## config.mk

```make
export PLATFORM = sky130hd
export DESIGN_NAME = mdu_iter
export DESIGN_NICKNAME = d
export VERILOG_FILES = /design/src/rtl/mdu_iter.sv
export SDC_FILE = /design/constraint.sdc
export NUM_CORES = 1
export LEC_CHECK = 0
export BUFFER_PORTS_ARGS = -buffer_cell sky130_fd_sc_hd__clkbuf_2
export CAP_MARGIN = 20
export CORE_MARGIN = 2
export CORE_UTILIZATION = 45
export CTS_BUF_LIST = sky130_fd_sc_hd__clkbuf_8
export CTS_CLUSTER_DIAMETER = 100
export DETAILED_ROUTE_END_ITERATION = 6
export PLACE_DENSITY = 0.71
export SLEW_MARGIN = 10
export SYNTH_ARGS = -nofsm -noshare
export SYNTH_HDL_FRONTEND = slang
export SYNTH_SLANG_ARGS = --single-unit
```

## constraint.sdc

```tcl
create_clock -name clk -period 6.1 [get_ports clk]
set_clock_uncertainty 0.15 [all_clocks]
set_input_delay 0.61 -clock clk [delete_from_list [all_inputs] [get_ports clk]]
set_output_delay 0.61 -clock clk [all_outputs]
set_load 0.01 [all_outputs]
```

## src/rtl/mdu_iter.sv

```systemverilog
// Iterative multiply/divide unit with HI/LO registers and a start/busy/done handshake.
// Optional MDU_FAST_MULT_EN: mult/multu use one combinational multiply and finish in one edge.
module mdu_iter #(
  parameter int WIDTH = 32,
  parameter int CNT_W = $clog2(WIDTH) + 1
) (
  input  logic             clk,
  input  logic             rst,
  input  logic             start,
  input  logic [2:0]       op,
  input  logic [WIDTH-1:0] a,
  input  logic [WIDTH-1:0] b,
  output logic             busy,
  output logic             done,
  output logic             div0,
  output logic [WIDTH-1:0] hi,
  output logic [WIDTH-1:0] lo
);

  localparam logic [1:0] IDLE = 2'd0;
  localparam logic [1:0] CALC = 2'd1;
  localparam logic [1:0] FIX  = 2'd2;

  logic [1:0]         state_reg;
  logic [CNT_W-1:0]   cnt_reg;
  logic [2*WIDTH-1:0] work_reg;
  logic [WIDTH-1:0]   opnd_reg;
  logic               is_div_reg;
  logic               neg_res_reg;
  logic               neg_rem_reg;
  logic               dz_reg;
  logic               done_reg;
  logic               div0_reg;
  logic [WIDTH-1:0]   hi_reg;
  logic [WIDTH-1:0]   lo_reg;

  logic               signed_op;
  logic [WIDTH-1:0]   a_abs;
  logic [WIDTH-1:0]   b_abs;
  logic [WIDTH:0]     mul_sum;
  logic [WIDTH:0]     rem_sh;
  logic [WIDTH:0]     div_diff;
  logic [WIDTH-1:0]   quo;
  logic [WIDTH-1:0]   rem;

  assign signed_op = ~op[0];
  assign a_abs     = (signed_op && a[WIDTH-1]) ? -a : a;
  assign b_abs     = (signed_op && b[WIDTH-1]) ? -b : b;

  // Multiply: work = {partial sum, remaining multiplier bits}; the carry lands in the top bit on shift.
  assign mul_sum  = {1'b0, work_reg[2*WIDTH-1:WIDTH]} + {1'b0, opnd_reg};
  // Divide: work = {remainder, dividend/quotient}; the remainder stays below 2*divisor so WIDTH+1 bits suffice.
  assign rem_sh   = {work_reg[2*WIDTH-1:WIDTH], work_reg[WIDTH-1]};
  assign div_diff = rem_sh - {1'b0, opnd_reg};
  assign quo      = work_reg[WIDTH-1:0];
  assign rem      = work_reg[2*WIDTH-1:WIDTH];

  always_ff @(posedge clk or posedge rst) begin
    if (rst) begin
      state_reg   <= IDLE;
      cnt_reg     <= '0;
      work_reg    <= '0;
      opnd_reg    <= '0;
      is_div_reg  <= 1'b0;
      neg_res_reg <= 1'b0;
      neg_rem_reg <= 1'b0;
      dz_reg      <= 1'b0;
      done_reg    <= 1'b0;
      div0_reg    <= 1'b0;
      hi_reg      <= '0;
      lo_reg      <= '0;
    end else begin
      done_reg <= 1'b0;
      case (state_reg)
        IDLE: begin
          if (start) begin
            case (op)
              3'b100: begin
                hi_reg   <= a;
                div0_reg <= 1'b0;
              end
              3'b101: begin
                lo_reg   <= a;
                div0_reg <= 1'b0;
              end
              3'b000, 3'b001, 3'b010, 3'b011: begin
                div0_reg    <= 1'b0;
                cnt_reg     <= '0;
                is_div_reg  <= op[1];
                neg_res_reg <= signed_op & (a[WIDTH-1] ^ b[WIDTH-1]);
                neg_rem_reg <= signed_op & a[WIDTH-1];
                if (op[1]) begin
                  work_reg <= {{WIDTH{1'b0}}, a_abs};
                  opnd_reg <= b_abs;
                  dz_reg   <= (b == '0);
                  state_reg <= (b == '0) ? FIX : CALC;
                end else begin
                  dz_reg   <= 1'b0;
                  opnd_reg <= a_abs;
`ifdef MDU_FAST_MULT_EN
                  work_reg  <= {{WIDTH{1'b0}}, a_abs} * {{WIDTH{1'b0}}, b_abs};
                  state_reg <= FIX;
`else
                  work_reg  <= {{WIDTH{1'b0}}, b_abs};
                  state_reg <= CALC;
`endif
                end
              end
              default: ;
            endcase
          end
        end
        CALC: begin
          cnt_reg <= cnt_reg + 1'b1;
          if (is_div_reg) begin
            if (!div_diff[WIDTH])
              work_reg <= {div_diff[WIDTH-1:0], work_reg[WIDTH-2:0], 1'b1};
            else
              work_reg <= {rem_sh[WIDTH-1:0], work_reg[WIDTH-2:0], 1'b0};
          end else if (work_reg[0]) begin
            work_reg <= {mul_sum, work_reg[WIDTH-1:1]};
          end else begin
            work_reg <= {1'b0, work_reg[2*WIDTH-1:1]};
          end
          if (cnt_reg == CNT_W'(WIDTH - 1))
            state_reg <= FIX;
        end
        FIX: begin
          if (dz_reg) begin
            div0_reg <= 1'b1;
          end else if (is_div_reg) begin
            lo_reg <= neg_res_reg ? -quo : quo;
            hi_reg <= neg_rem_reg ? -rem : rem;
          end else begin
            {hi_reg, lo_reg} <= neg_res_reg ? -work_reg : work_reg;
          end
          done_reg  <= 1'b1;
          state_reg <= IDLE;
        end
        default: state_reg <= IDLE;
      endcase
    end
  end

  assign busy = (state_reg != IDLE);
  assign done = done_reg;
  assign div0 = div0_reg;
  assign hi   = hi_reg;
  assign lo   = lo_reg;

endmodule

```

==> reports/metrics.yaml, run 1 <==
critical_path:
  setup.worst_path.start: "work_reg[36]"
  r2r-end: "work_reg[45]"
  end_kind: "flop"
  worst_setup_path_start_kind: "flop"
  worstSetupEndpoint: "work_reg[45]"
  path_cells: "ha_1, a2111o_1, o21a_1, or4b_4, and3b_4, o21a_4, o211ai_4, buf_16, buf_4, nor2_1, a21oi_1, o221ai_1"
  rrSetupSlack_ns: 1.68
  arrival_ns: 4.61
  required_ns: 6.29
  max_stage_delay_ns: 0.55
  reg2reg_depth: 12
  path_max_fanout: 22
  path_class: "flop to flop"
  r2r_start: "work_reg[36]"
  crit_path_top_delay_cell: "or4b_4"
run_status:
  outcome: "finished clean"
cts:
  clock_latency_ns: 0.49
  clk_path_buf_depth: 2
  clkTransAtPathRegs_ns: 0.10
  postCtsHoldBufs: 0
  post_cts_resized: 0
  post_cts_buffers: 0
  htreeDepth: 4
  cts_tree: "done"
  cts-buffers-inserted: 17
  cts.sinks: 174
  clock-root-buffer: "clkbuf_8"
die:
  die_w_um: 188
  rows: 67
  die_y_um: 188
  ios: 137
  dieArea_um2: 35400
  coreArea_um2: 33400
  start_util_pct: 45.6
yosys:
  synthTopCellsByArea: "dfrtp_1 (29%), a21oi_1 (8.0%), xnor2_1 (5.9%)"
  netlist_instances: 1985
  synth_nets: 2126
  synthTopCellsByCount: "a21oi_1 (245), nor2_1 (235), nand2_1 (204), dfrtp_1 (174), o21ai_0 (172)"
  yosysTopAreaCell: "dfrtp_1"
  yosysSeqAreaShare_pct: 28.5
  synth_edf_count: 0
  ys_async_sr_fraction_pct: 100
  synth_most_common_cell: "a21oi_1"
  ys_types: 76
  synthFlopType: "dfrtp_1"
  ys_warn_count: 0
  synthesis.area_um2: 15300
  synth.avg_cell_area_um2: 7.68
  ys_ff_latch: 174
  synth_top_area_share_pct: 28.5
timing:
  tns_ns: 0
  slew_violations: 0
  finalSetupViolCount: 0
  fin_crit_ns: 4.42
  hold_violations: 0
  fin_crit_sh_pct: 72.4
  slew_headroom_pct: 20.8
  hold_ws_ns: 0.138
  rsz0062_at_grt: "no"
  fmax_mhz: 226
  worstMarginPinSlew_ns: 1.19
grt:
  grt_max_degree: 96
  track_usage_pct: 28.5
  grt_pass1_vias: 14000
  antenna_found_initial: 0
  grt_first_pass_wirelength_um: 79300
  overflow: 0
layout:
  area_growth_pct: 9.18
  nets: 2180
  largest_register_ffs: 64
  fin_cells: 2500
  antenna_cells: 0
  drive_gt1_share_pct: 11.4
  finalInstanceArea_um2: 16700
detailed_routing:
  routed_wl_um: 50900
  postRouteAntennaNets: 0
  drc: 0
  dr.first_iter.drc_count: 1579
  via_per_inst: 6.06
  post_drt_wl_per_cell_um: 20.4
  num_vias: 15100
  dr.pass1.iters: 5
power:
  power_density_nw_per_um2: 577
  max-vdd-ir-drop_mv: 0.220
  p_int_w: 0.00469
  p_leak_nw: 7.49
  power_frac_clock_pct: 9.7
  p_sw_w: 0.00492
  combPwrFrac_pct: 64.9
  swShare_pct: 51.2
  power_frac_seq_pct: 25.4
min_path:
  holdCritPathClass: "input pin to async pin"
placement:
  port_buffers: 136
  place_congestion: 0.975
  place_area_um2: 16200
  dp.cells: 2467
  dp_hpwl_um: 38400
run:
  maxCapViolCount: 0
==> cells in the final DEF (no fill, tap or decap), drive strengths merged, types with 10 or more instances in the layout <==
| cell | count |
|---|---|
| a21o | 42 |
| o211ai | 12 |
| ha | 69 |
| clkbuf | 154 |
| nand2 | 204 |
| nor2b | 18 |
| xor2 | 68 |
| nor3 | 43 |
| a31oi | 25 |
| nor4 | 19 |
| dfrtp | 174 |
| and2 | 12 |
| o41ai | 10 |
| o21a | 12 |
| a211oi | 14 |
| nand3 | 23 |
| mux2 | 19 |
| xnor2 | 102 |
| buf | 23 |
| o21ai | 176 |
| o31ai | 22 |
| mux2i | 72 |
| inv | 71 |
| or2 | 10 |
| a21oi | 245 |
| nand2b | 29 |
| and3 | 14 |
| nor2 | 235 |
| o221ai | 13 |
==> worst min path at each step <==
| stage | from | end | slack, ns | depth (start not counted) |
|---|---|---|---|---|
| 2_1_floorplan | cnt_reg[5] | cnt_reg[5] | 0.29 | 1 |
| 3_3_place_gp | lo[27] | lo[27] | 0.31 | 2 |
| 3_5_place_dp | lo[9] | lo[9] | 0.32 | 2 |
| 4_1_cts | rst | work_reg[27] | 0.18 | 2 |
| 5_1_grt | rst | work_reg[27] | 0.22 | 2 |
| 6_report | rst | work_reg[26] | 0.14 | 2 |
==> through the flow <==
step / utilization (%) / power, W / worst slack, ns
after global routing: 49.8 / 0.0104 / 1.52
after floorplan: - / 0.00690 / 0.623
after detailed placement: 48.4 / 0.00853 / 1.48
after global placement: 48.4 / 0.00841 / 1.55
after CTS: 49.7 / 0.00948 / 1.47
final: 49.8 / 0.00962 / 1.68
==> routing by layer <==
| layer | GRT usage (%) | part of all wire [%] | vias up |
|---|---|---|---|
| met3 | 4.62 | 7.7 | 103 |
| li1 | - | - | 7151 |
| met2 | 43.0 | 44 | 674 |
| met4 | 12.0 | 4.0 | 0 |
| met1 | 40.3 | 44 | 7217 |
| met5 | 0 | 0 | - |
==> power by group through the flow <==
stage | sequential [W] | combinational [W] | clock (W)
global route | 0.00249 | 0.00691 | 0.000984
floorplan | 0.00217 | 0.00473 | 0
CTS | 0.00241 | 0.00613 | 0.000942
detailed placement | 0.00243 | 0.00610 | 0
finish | 0.00244 | 0.00624 | 0.000932
global placement | 0.00241 | 0.00600 | 0
==> cell type report <==
type | count | area, um2
multi-input combinational | 1622 | 10200
inverter | 66 | 253
sequential | 174 | 4360
clock inverter | 13 | 173
timing repair buffer | 158 | 866
clock buffer | 19 | 262
tap | 448 | 561
fill | 3294 | 16800
==> kinds of logic after synthesis <==
logic type	Yosys count	synth area share [%]
simple gates	653	19.6
compound gates	637	25.1
buf+inv	189	4.90
flops	174	28.5
xor+xnor	170	9.76
mux	91	6.13
fa+ha+maj	71	5.92
==> worst max-delay path: cells and delay by family, from the launching register on <==
kind                       cells  cell delay [ns]
AOI/OAI and AO/OA              6             1.77
adders and majority gates      1             0.44
DFF                            1             0.54
buffers and inverters          2             0.52
and+or+nand+nor                3             0.85
(Power assumes the default switching activity.)
==> inputs of run 2 (changes only) <==
Settings changed: PLACE_DENSITY 0.71 to 0.74.
Clock period 6.1 ns to 3.8 ns, I/O delays scaled along.
==> run 2 against run 1 <==
Hold slack got worse by 0.045 ns. Largest cell class unchanged. Die area unchanged. Largest power group unchanged. Global-route usage increased by 0.43 points. Total power is 66% higher. Combinational power grew 76%. Critical path depth unchanged. Clock power is 37% higher. Register-to-register slack worse by 1.6 ns.
==> reports/metrics.yaml, run 2 (synthesis gave the netlist of run 1 again) <==
critical_path:
  rrSetupSlack_ns: 0.04  # -1.64 ns
  required_ns: 4.04  # -2.25 ns
  crit_path_top_delay_cell: "or4b_4"
  worst_setup_path_start_kind: "flop"
  r2r_start: "work_reg[34]"
  path_max_fanout: 7  # -68%
  path_class: "flop to flop"
  max_stage_delay_ns: 0.57  # +0.02 ns
  path_cells: "ha_1, o211ai_1, a21oi_1, o21a_1, or4b_4, and3b_4, o21a_4, o211ai_4, clkbuf_16, mux2i_1, a221oi_1, a21o_1"
  end_kind: "flop"
  arrival_ns: 4.00  # -0.61 ns
  r2r-end: "work_reg[46]"
  reg2reg_depth: 12  # unchanged
layout:
  layout_commonest_cell: "a21oi_1"
  antenna_cells: 0  # unchanged
  final_cell_mix: "a21oi_1 (242), nor2_1 (235), nand2_1 (201)"
  n_fill_cell: 3206  # -2.7%
  drive_gt1_share_pct: 15.0  # +3.6 points
  largest_register_ffs: 64  # unchanged
  area_growth_pct: 13.3
  nets: 2253  # +3.3%
detailed_routing:
  post_drt_wl_per_cell_um: 20.4  # +0.15%
  via_per_inst: 6.10  # +0.67%
  num_vias: 15700  # +3.5%
  dr.first_iter.drc_count: 1550  # -1.8%
  routed_wl_um: 52400  # +3.0%
  postRouteAntennaNets: 0  # unchanged
  dr.pass1.iters: 6  # +1
  drc: 0  # unchanged
timing:
  slew_headroom_pct: 32.6  # +12 points
  hold_ws_ns: 0.0924  # -0.0453 ns
  rsz0062_at_grt: "yes"
  setup_ws_ns: 0.0381  # -1.64 ns
  fmax_mhz: 266  # +17%
  fin_crit_ns: 3.76  # -0.657 ns
  worstMarginPinSlew_ns: 1.01  # -0.175 ns
  slew_violations: 0  # unchanged
  hold_violations: 0  # unchanged
  finalSetupViolCount: 0  # unchanged
  fin_crit_sh_pct: 99.0  # +27 points
grt:
  antenna_found_initial: 2  # +2
  track_usage_pct: 28.9  # +0.43 points
  overflow: 0  # unchanged
  grt_max_degree: 90  # -6.3%
  grt_first_pass_wirelength_um: 80700  # +1.7%
  grt_pass1_vias: 14500  # +2.9%
placement:
  dp_hpwl_um: 39300  # +2.4%
  port_buffers: 136  # unchanged
  place_congestion: 0.979  # +0.38%
  pre_cts_ws_ns: 0.0987  # -1.38 ns
power:
  p_leak_nw: 7.85  # +4.8%
  power_density_nw_per_um2: 925  # +60%
  max-vdd-ir-drop_mv: 0.393  # +79%
cts:
  cts_tree: "done"
  clkTransAtPathRegs_ns: 0.10  # about the same
  htreeDepth: 4  # unchanged
  clock_latency_ns: 0.49  # about the same
  clock-root-buffer: "clkbuf_8"
  cts-buffers-inserted: 17  # unchanged
  cts.sinks: 174  # unchanged
  clk_path_buf_depth: 2  # unchanged
min_path:
  holdCritPathClass: "input pin to flop"
  hold-path-endpoint: "neg_res_reg"
  hp-start: "op[0]"
  min_path_cells: 2
run_status:
  outcome: "finished clean"
die:
  die_w_um: 188  # unchanged
  start_util_pct: 45.6  # unchanged
  ios: 137  # unchanged
  die_y_um: 188  # unchanged
  dieArea_um2: 35400  # unchanged
  rows: 67  # unchanged
  coreArea_um2: 33400  # unchanged
run:
  maxCapViolCount: 0  # unchanged
==> run 2: worst max path at each step <==
stage | start | end | slack [ns] | cells past startpoint
global route | work_reg[34] | work_reg[48] | -0.05 | 12
floorplan | work_reg[36] | work_reg[51] | 0.19 | 11
CTS | work_reg[31] | work_reg[47] | 0.08 | 14
detailed placement | work_reg[31] | work_reg[44] | 0.1 | 14
finish | work_reg[34] | work_reg[46] | 0.04 | 12
global placement | opnd_reg[5] | work_reg[47] | 0.15 | 12
==> run 2: stage by stage <==
step	utilization (%)	std cells	cell area [um2]	power (W)	TNS, ns
floorplan	-	1985	15300	0.0111	0
global placement	49.9	2526	16700	0.0138	0
detailed placement	49.9	2526	16700	0.0140	0
CTS	50.9	2556	17000	0.0153	0
global route	51.7	2570	17300	0.0172	-0.174
finish	51.7	2570	17300	0.0160	0
==> run 2: final cells by class <==
class | instances | area (um2) | share of cell area (%)
clock buffers | 17 | 234 | 1.35
clock inverters | 12 | 110 | 0.637
repair buffers | 231 | 1500 | 8.65
inverters | 66 | 251 | 1.45
flip-flops and latches | 174 | 4360 | 25.2
multi-input cells | 1622 | 10300 | 59.5
well taps | 448 | 561 | 3.24
==> run 2: power breakdown <==
| group | total [W] | internal, W | switching, W |
|---|---|---|---|
| combinational | 0.0110 | 0.00459 | 0.00642 |
| sequential | 0.00371 | 0.00270 | 0.00101 |
| clock | 0.00128 | 0.000558 | 0.000724 |
| total | 0.0160 | 0.00784 | 0.00816 |
==> run 2: routing by layer <==
metal,share of wire [%],track usage (%),up-vias,routed length [um]
li1,-,-,7301,-
met1,41,38.4,7469,21600
met2,46,46.2,774,23900
met3,9.8,6.72,126,5150
met4,3.4,9.93,4,1780
met5,0.034,0,-,18
==> run 2: worst max-delay path: cells and delay by family, from the launching register on <==
family / cells / cell delay, ns
mux: 1 / 0.19
flops: 1 / 0.42
fa+ha+maj: 1 / 0.39
simple gates: 2 / 0.80
compound gates: 7 / 1.45
buf+inv: 1 / 0.27
==> run 2: timing repair <==
action	CTS	global route
setup buffers	0	10
resized for setup	0	22
hold buffers	1	0
endpoints found under the setup margin	0	39
endpoints found under the hold margin	22	0
